[src/rtl/frame_link_pkg.sv]
// frame_link_pkg: shared FSM states, line symbols and frame framing patterns
// for the framed 2-bit symbol link.
package frame_link_pkg;
   typedef enum logic [2:0] {IDLE, PRE, DATA, TRL, GAP} tx_state_t;
   localparam logic [1:0] SYM_ZERO = 2'b00;
   localparam logic [1:0] SYM_ONE  = 2'b01;
   localparam logic [1:0] SYM_MARK = 2'b11;
   localparam logic [1:0] PREAMBLE [4] = '{SYM_ONE, SYM_ZERO, SYM_ZERO, SYM_ZERO};
   localparam logic [1:0] TRAILER  [4] = '{SYM_MARK, SYM_ZERO, SYM_ZERO, SYM_MARK};
   // The counter is also reused for the gap phase, so size it for that too.
   function automatic int cnt_width(input int dw, input int gap);
      int m;
      m = (dw > 4) ? dw : 4;
      m = (gap > m) ? gap : m;
      return $clog2(m);
   endfunction
endpackage

[src/rtl/rr_arbiter.sv]
// rr_arbiter: combinational round-robin winner select; the first requester
// at or after i_ptr (wrapping) wins.
module rr_arbiter #(
   parameter int N = 4,
   localparam int IW = $clog2(N)
) (
   input  logic [N-1:0]  i_req,
   input  logic [IW-1:0] i_ptr,
   output logic [N-1:0]  o_onehot,
   output logic [IW-1:0] o_idx,
   output logic          o_valid
);
   logic [IW-1:0] w_j;
   // Scan from the farthest offset back to i_ptr so the nearest hit is written last.
   always_comb begin
      o_idx   = '0;
      o_valid = 1'b0;
      w_j     = '0;
      for (int k = N - 1; k >= 0; k--) begin
         w_j = IW'((int'(i_ptr) + k) % N);
         if (i_req[w_j]) begin
            o_idx   = w_j;
            o_valid = 1'b1;
         end
      end
   end
   assign o_onehot = o_valid ? N'(1) << o_idx : '0;
endmodule

[src/rtl/frame_tx_scheduler.sv]
// frame_tx_scheduler: round-robin scheduler granting one requester at a time
// and emitting its payload as a preamble/LSB-first data/trailer symbol frame.
module frame_tx_scheduler
   import frame_link_pkg::*;
#(
   parameter int N_REQ   = 4,
   parameter int DATA_W  = 8,
   parameter int GAP_CYC = 2
) (
   input  logic                      clk,
   input  logic                      reset,
   input  logic [N_REQ-1:0]          req,
   input  logic [N_REQ*DATA_W-1:0]   data,
   output logic [N_REQ-1:0]          grant,
   output logic                      done,
   output logic                      busy,
   output logic [1:0]                g
);
   localparam int IW    = $clog2(N_REQ);
   localparam int CNT_W = cnt_width(DATA_W, GAP_CYC);
   localparam logic [CNT_W-1:0] LAST_4 = CNT_W'(3);
   localparam logic [CNT_W-1:0] LAST_D = CNT_W'(DATA_W - 1);
   localparam logic [CNT_W-1:0] LAST_G = CNT_W'((GAP_CYC > 0) ? GAP_CYC - 1 : 0);

   tx_state_t        r_state, w_next;
   logic [CNT_W-1:0] r_cnt;
   logic [DATA_W-1:0] r_shreg;
   logic [IW-1:0]    r_rr_ptr, w_idx;
   logic [N_REQ-1:0] r_grant, w_onehot;
   logic             r_done, w_valid, w_last;

   rr_arbiter #(.N(N_REQ)) u_arb (
      .i_req    (req),
      .i_ptr    (r_rr_ptr),
      .o_onehot (w_onehot),
      .o_idx    (w_idx),
      .o_valid  (w_valid)
   );

   always_comb
      w_last = (r_state == PRE || r_state == TRL) ? r_cnt == LAST_4 :
               (r_state == DATA) ? r_cnt == LAST_D :
               (r_state == GAP)  ? r_cnt == LAST_G : 1'b0;

   always_ff @(posedge clk or negedge reset)
      if (!reset) r_state <= IDLE;
      else r_state <= w_next;

   always_comb begin
      w_next = r_state;
      case (r_state)
         IDLE:    w_next = w_valid ? PRE : IDLE;
         PRE:     w_next = w_last ? DATA : PRE;
         DATA:    w_next = w_last ? TRL : DATA;
         TRL:     w_next = w_last ? ((GAP_CYC == 0) ? IDLE : GAP) : TRL;
         GAP:     w_next = w_last ? IDLE : GAP;
         default: w_next = IDLE;
      endcase
   end

   // Counter restarts on every state change so each phase counts from zero.
   always_ff @(posedge clk or negedge reset) begin
      if (!reset) begin
         r_cnt    <= '0;
         r_shreg  <= '0;
         r_rr_ptr <= '0;
         r_grant  <= '0;
         r_done   <= 1'b0;
      end else begin
         r_cnt   <= (r_state == IDLE || r_state != w_next) ? '0 : r_cnt + 1'b1;
         r_grant <= '0;
         r_done  <= r_state == TRL && w_last;
         if (r_state == IDLE && w_valid) begin
            r_shreg  <= data[int'(w_idx)*DATA_W +: DATA_W];
            r_grant  <= w_onehot;
            r_rr_ptr <= (w_idx == IW'(N_REQ - 1)) ? '0 : w_idx + 1'b1;
         end else if (r_state == DATA) begin
            r_shreg <= r_shreg >> 1;
         end
      end
   end

   always_comb begin
      g    = (r_state == PRE)  ? PREAMBLE[r_cnt[1:0]] :
             (r_state == DATA) ? {1'b0, r_shreg[0]} :
             (r_state == TRL)  ? TRAILER[r_cnt[1:0]] : SYM_ZERO;
      busy = r_state != IDLE;
   end

   assign grant = r_grant;
   assign done  = r_done;
endmodule

[config.mk]
export PLATFORM = sky130hd
export DESIGN_NAME = frame_tx_scheduler
export DESIGN_NICKNAME = d
export VERILOG_FILES = /design/src/rtl/frame_link_pkg.sv /design/src/rtl/rr_arbiter.sv /design/src/rtl/frame_tx_scheduler.sv
export SDC_FILE = /design/constraint.sdc
export NUM_CORES = 1
export LEC_CHECK = 0
export BUFFER_PORTS_ARGS = -buffer_cell sky130_fd_sc_hd__buf_2
export CAP_MARGIN = 15
export CORE_MARGIN = 2
export CORE_UTILIZATION = 30
export CTS_CLUSTER_SIZE = 40
export DETAILED_ROUTE_END_ITERATION = 12
export SETUP_SLACK_MARGIN = 0.1
export SYNTH_ARGS = -nofsm -noshare
export SYNTH_HDL_FRONTEND = slang
export SYNTH_SLANG_ARGS = --single-unit
[constraint.sdc]
create_clock -name clk -period 1.6 [get_ports clk]
set_input_delay 0.24 -clock clk [delete_from_list [all_inputs] [get_ports clk]]
set_output_delay 0.24 -clock clk [all_outputs]
set_load 0.01 [all_outputs]
==> flow_metrics.tcl, run 1 <==
set metrics [dict create \
    outcome "complete, but fails checks" \
    dieArea_mm2 0.004986 \
    cp-end-kind "output port" \
    ant_nets 0 \
    cp.required_ns 1.36 \
    io_buffers 45 \
    fillers 422 \
    ys_seq_area_share_pct 39.47 \
    syn_nets 172 \
    clock_skew_ns 0.007488 \
    io_pins 46 \
    grt_max_degree 22 \
    core_mm2 0.004324 \
    period_needed_ns 1.773 \
    synth_ff_type "dfrtp_1" \
    synth.distinct_cells 32 \
    fin_util_pct 47.63 \
    insertion_delay_ns 0.27 \
    critPathMaxStageDelay_ns 0.36 \
    cts_tree "built" \
    cp_top_family "flip-flops" \
    avgSynthCellArea_um2 10.65 \
    cts-htree-levels 1 \
    cp_slowest_cell "dfrtp_1" \
    power_density_mw_per_mm2 1636 \
    start_kind "flip-flop" \
    rsz0062_at_grt "yes" \
    first_iter_violations 50 \
    nNetsFinal 245 \
    setup_ws_ns -0.1733 \
    cts-root-buf "clkbuf_8" \
    yosys_register_bits 21 \
    multi_input_area_um2 860.8 \
    fmax_mhz 563.9 \
    synth_edf_count 0 \
    vias 1208 \
    crit_top_cell "inv_2" \
    seq_area_um2 525.5 \
    violations "negative setup slack" \
    dp_hpwl_um 2283 \
    grt_overflow 0 \
    p_leak_uw 0.0009999 \
    track_usage_pct 13.76 \
    remaining_drc_errors 0 \
    drive_gt1_share_pct 55.84 \
    grt_pass1_wl_um 5526 \
    worstSetupPathType "reg -> out" \
    routed_wl_um 3195 \
    hold_path.class "in -> reg" \
    period_share_pct 110.8 \
    critPathBufInv 3 \
    avgRoutedWirePerCell_um 12.83 \
    syn_to_final_growth_pct 54.70 \
    cts_buffer_depth 2 \
    antenna_found_initial 0 \
    netlist.area_leader.share_pct 39.47 \
    die_h_um 70.62 \
    hold_ws_ns 0.3237 \
    grt_pass1_vias 1227 \
    worstPathMaxFanout 2 \
    numClockSinks 21 \
    slew_headroom_pct 67.94 \
    clk_pin_slew_ns 0.08 \
    cts_buffers 3 \
    drv_cap 0 \
    crit_arrival_ns 1.53 \
    yosysTopAreaCell "dfrtp_1" \
    die_w_um 70.62 \
    ir_worst_vdd_uv 618.9 \
    finalSetupViolCount 13 \
    finalHoldViolCount 0 \
    worst_slew_pin_slew_ns 0.4810 \
    path_cells "inv_2 -> ha_4 -> inv_2 -> mux2_4 -> a21oi_2 -> nor2_1 -> buf_2" \
    synth_cells 125 \
    synth.cell_area_mm2 0.001331 \
    avgViaCountPerCell 4.851 \
    synth.most_common_cell "mux2i_1" \
    dr.pass1.iters 4 \
    start_util_pct 30.79 \
    yosys_warnings 0 \
    gp_congestion 0.8490 \
    power_uw 3370 \
    netlist_top_cells_count "mux2i_1 (22), dfrtp_1 (21), nor2_1 (12)" \
    num_rows 24 \
    synthTopCellsByArea "dfrtp_1 (39%), mux2i_1 (17%), ha_1 (8.5%)" \
    synth-async-reset-ratio_pct 100.0 \
    insertedDiodeCount 0 \
    drv_slew 0 \
]
## worst reg2reg max path: stages (launching register included)
cell and delay [ns]:
dfrtp_1 0.40, buf_4 0.15, a21oi_2 0.12, o22a_2 0.27, mux2_4 0.32, a221o_1 0.30
## cell type report
type,count,area share (%)
clock buffers,3,2.005
clock inverters,1,0.2430
inverters,11,2.369
multi-input cells,88,41.80
flip-flops and latches,21,25.52
well taps,52,3.159
repair buffers,73,24.91
## per-layer routing
layer  share of wire [%]  track usage, %  wire, um
met1                  42           16.94      1349
met2                  50           24.21      1594
met3                 6.2           2.137       197
met4                 1.7           5.451        53
met5                   0               0         0
## where the power goes
group          internal (uW)  switching [uW]
sequential               736             111
combinational           1200             966
clock                    174             185
total                   2110            1260
## placed cells by master (no fill, tap or decap), types with 3 or more instances in the layout
cell type,n
nand2_1,5
mux2_4,3
ha_4,5
a222oi_1,7
clkbuf_8,3
mux2i_2,4
buf_2,45
ha_1,4
dfrtp_1,21
buf_6,8
inv_1,6
mux2i_1,18
inv_2,4
and3_4,4
nor2_1,11
buf_4,15
## flip-flops by register name, indices dropped and copies added (netlist names)
| signal | flops |
|---|---|
| r_state | 3 |
| r_cnt | 3 |
| grant | 4 |
| r_shreg | 8 |
| r_rr_ptr | 2 |
| done | 1 |
## what timing repair did
item                                    CTS  global route
endpoints found under the hold margin    21             0
resized for setup                        19            22
hold buffers                              1             0
gates cloned                              0             1
endpoints found under the setup margin   17            21
pin swaps                                14            14
setup buffers                             5             6
## metrics by stage
stage	cell area, um^2	TNS (ns)	std cells	worst slack (ns)
floorplan	1380	-0.2838	125	-0.08522
global placement	1744	-0.5868	233	-0.09784
detailed placement	1744	-0.7132	233	-0.1244
CTS	1906	-0.3608	243	-0.1721
global route	2059	-2.049	249	-0.2600
finish	2059	-0.6982	249	-0.1733
## final timing paths
kind | slack, ns | start | to | cells past startpoint
worst max register to register | -0.08 | r_rr_ptr[0] | r_shreg[7] | 5
max in group asynchronous | 0.81 | reset | r_rr_ptr[1] | 2
worst min register to register | 0.56 | r_cnt[0] | r_cnt[0] | 2
min in group asynchronous | 0.46 | reset | r_shreg[1] | 2
worst max-delay path | -0.17 | r_cnt[1] | g[0] | 7
worst min-delay path | 0.32 | data[30] | r_shreg[6] | 3
## cell families after synthesis
kind of cell,after synthesis,share of synthesized area (%)
AOI/OAI and AO/OA,22,13.16
and+or+nand+nor,30,11.47
adders and majority gates,9,8.459
DFF,21,39.47
xor gates and xnor gates,1,0.6580
buffers and inverters,16,6.579
muxes,26,20.21
(Power assumes the default switching activity.)
==> run 2: changes to the inputs <==
--- a/config.mk
+++ b/config.mk
@@ -11,7 +11,9 @@
 export CORE_UTILIZATION = 30
 export CTS_CLUSTER_SIZE = 40
 export DETAILED_ROUTE_END_ITERATION = 12
+export PLACE_DENSITY = 0.57
 export SETUP_SLACK_MARGIN = 0.1
+export SLEW_MARGIN = 20
 export SYNTH_ARGS = -nofsm -noshare
 export SYNTH_HDL_FRONTEND = slang
 export SYNTH_SLANG_ARGS = --single-unit
==> run 2 against run 1 <==
Compared with the run above:
- the flow still finishes with violations (negative setup slack)
- design area grew 3.3%
- fmax shrank 1.5%
- critical path type unchanged
- setup slack lost 0.026 ns
- non-clock buffer count is the same
- sequential cell count is the same
- utilization grew 1.6 points
==> flow_metrics.tcl, run 2 (synthesis gave the netlist of run 1 again) <==
set metrics [dict create \
    nNetsFinal 245 \
    fillers 386 \
    drv_slew 0 \
    die_h_um 70.62 \
    finalSetupViolCount 10 \
    dr.max_layer_used "met4" \
    vias 1229 \
    clk_pin_slew_ns 0.08 \
    fmax_mhz 555.7 \
    grt_pass1_vias 1263 \
    period_share_pct 112.5 \
    antenna_found_initial 0 \
    slew_headroom_pct 66.98 \
    die_w_um 70.62 \
    violations "negative setup slack" \
    largest_reg_flops 8 \
    crit_arrival_ns 1.56 \
    wl_met1_um 1502 \
    instances_no_fill 249 \
    num_rows 24 \
    cts_tree "built" \
    rsz0062_at_grt "yes" \
    track_usage_pct 13.88 \
    remaining_drc_errors 0 \
    largest_register "r_shreg" \
    avgViaCountPerCell 4.936 \
    io_buffers 45 \
    multi_input_area_um2 923.4 \
    insertedDiodeCount 0 \
    start_kind "flip-flop" \
    wl_met2_um 1881 \
    r2r_cells 7 \
    period_needed_ns 1.800 \
    final_common_cell "buf_2" \
    first_iter_violations 60 \
    wl_met3_um 243 \
    cts-root-buf "clkbuf_8" \
    insertion_delay_ns 0.26 \
    numClockSinks 21 \
    place_inst 234 \
    grt_overflow 0 \
    cp-end-kind "output port" \
    ant_nets 0 \
    ir_worst_vdd_uv 638.1 \
    drv_cap 0 \
    design_area_mm2 0.002128 \
    dieArea_mm2 0.004986 \
    outcome "complete, but fails checks" \
    core_mm2 0.004324 \
    grt_pass1_wl_um 5589 \
    p_sw_share_pct 39.29 \
    cts_buffer_depth 2 \
    worst_slew_pin_slew_ns 0.4953 \
    dp_hpwl_um 2481 \
    grt_max_degree 22 \
    worstPathMaxFanout 2 \
    dr.pass1.iters 5 \
    fin_util_pct 49.22 \
    gp_congestion 0.7766 \
    power_density_mw_per_mm2 1640 \
    cts_buffers 3 \
    cp.required_ns 1.36 \
    p_leak_uw 0.001007 \
    most-common-layout-cells "buf_2 (45), mux2i_1 (22), dfrtp_1 (20), buf_4 (14), nor2_1 (10)" \
    setup_ws_ns -0.1995 \
    p_seq_share_pct 25.3 \
    avgRoutedWirePerCell_um 14.76 \
    hold_path_depth 3 \
    clock_skew_ns 0.006093 \
    hold_path.class "in -> reg" \
    cts-htree-levels 1 \
    seq_area_um2 526.8 \
    routed_wl_um 3675 \
    p_sw_uw 1371 \
    finalHoldViolCount 0 \
    p_int_uw 2118 \
    start_util_pct 30.79 \
    worstSetupPathType "reg -> out" \
    tns_ns -0.5873 \
    io_pins 46 \
    drive_gt1_share_pct 57.36 \
    combPwrFrac_pct 64.5 \
    placed_cell_area_mm2 0.001764 \
    p_clk_share_pct 10.3 \
    syn_to_final_growth_pct 59.87 \
]
[run 2: changes by cell type in the layout (fill, tap and decap cells not counted), moves of 2 or more]
cell	delta
o21ai_2	+2
mux2i_1	+4
mux2i_2	-4
ha_1	-4
ha_4	+3
[run 2: critical path: stages (launching register included)]
cell     delay, ns
dfrtp_1       0.37
inv_1         0.08
ha_4          0.27
inv_2         0.03
mux2_4        0.26
a21oi_2       0.12
nor2_1        0.04
buf_2         0.13
[run 2: routing by layer]
| layer | vias up | global-route usage (%) |
|---|---|---|
| li1 | 595 | - |
| met2 | 59 | 26.21 |
| met4 | 0 | 3.983 |
| met1 | 569 | 15.94 |
| met3 | 6 | 2.564 |
| met5 | - | 0 |
[run 2: path summary, 6_finish.rpt]
check / start / slack, ns / end
max in group asynchronous: reset / 0.77 / r_rr_ptr[0]
min in group asynchronous: reset / 0.47 / r_shreg[7]
worst max-delay path: r_cnt[0] / -0.20 / g[0]
worst max register to register: r_rr_ptr[1] / -0.09 / r_shreg[1]
worst min register to register: r_state[2] / 0.64 / r_state[0]
worst min-delay path: data[14] / 0.32 / r_shreg[6]
[run 2: final cells by class]
cell class                      count  share of cell area [%]
Inverter                           11                   2.293
Timing Repair Buffer               73                   24.40
Tap cell                           52                   3.057
Clock buffer                        4                   2.116
Multi-Input combinational cell     88                   43.39
Sequential cell                    21                   24.75
[run 2: what timing repair did]
action | in CTS | in global routing
gates cloned | 1 | 0
endpoints found under the hold margin | 21 | 0
setup buffers | 4 | 6
gates resized for setup | 25 | 29
pin swaps | 15 | 16
hold buffers | 1 | 0
endpoints found under the setup margin | 19 | 21
[run 2: through the flow]
stage	total power (uW)	hold slack, ns	worst slack [ns]
after global routing	3699	0.3392	-0.2295
after floorplan	1947	-0.05559	-0.08522
after detailed placement	2451	0.2410	-0.1635
after CTS	3152	0.3182	-0.1401
final	3489	0.3189	-0.1995
after global placement	2388	0.2305	-0.06873
[run 2: power by group through the flow]
stage,Sequential [uW],Clock [uW],Combinational (uW)
2_1_floorplan,846,0,1100
5_1_grt,900,398,2400
3_3_place_gp,848,0,1540
3_5_place_dp,862,0,1590
6_report,882,358,2250
4_1_cts,854,369,1930
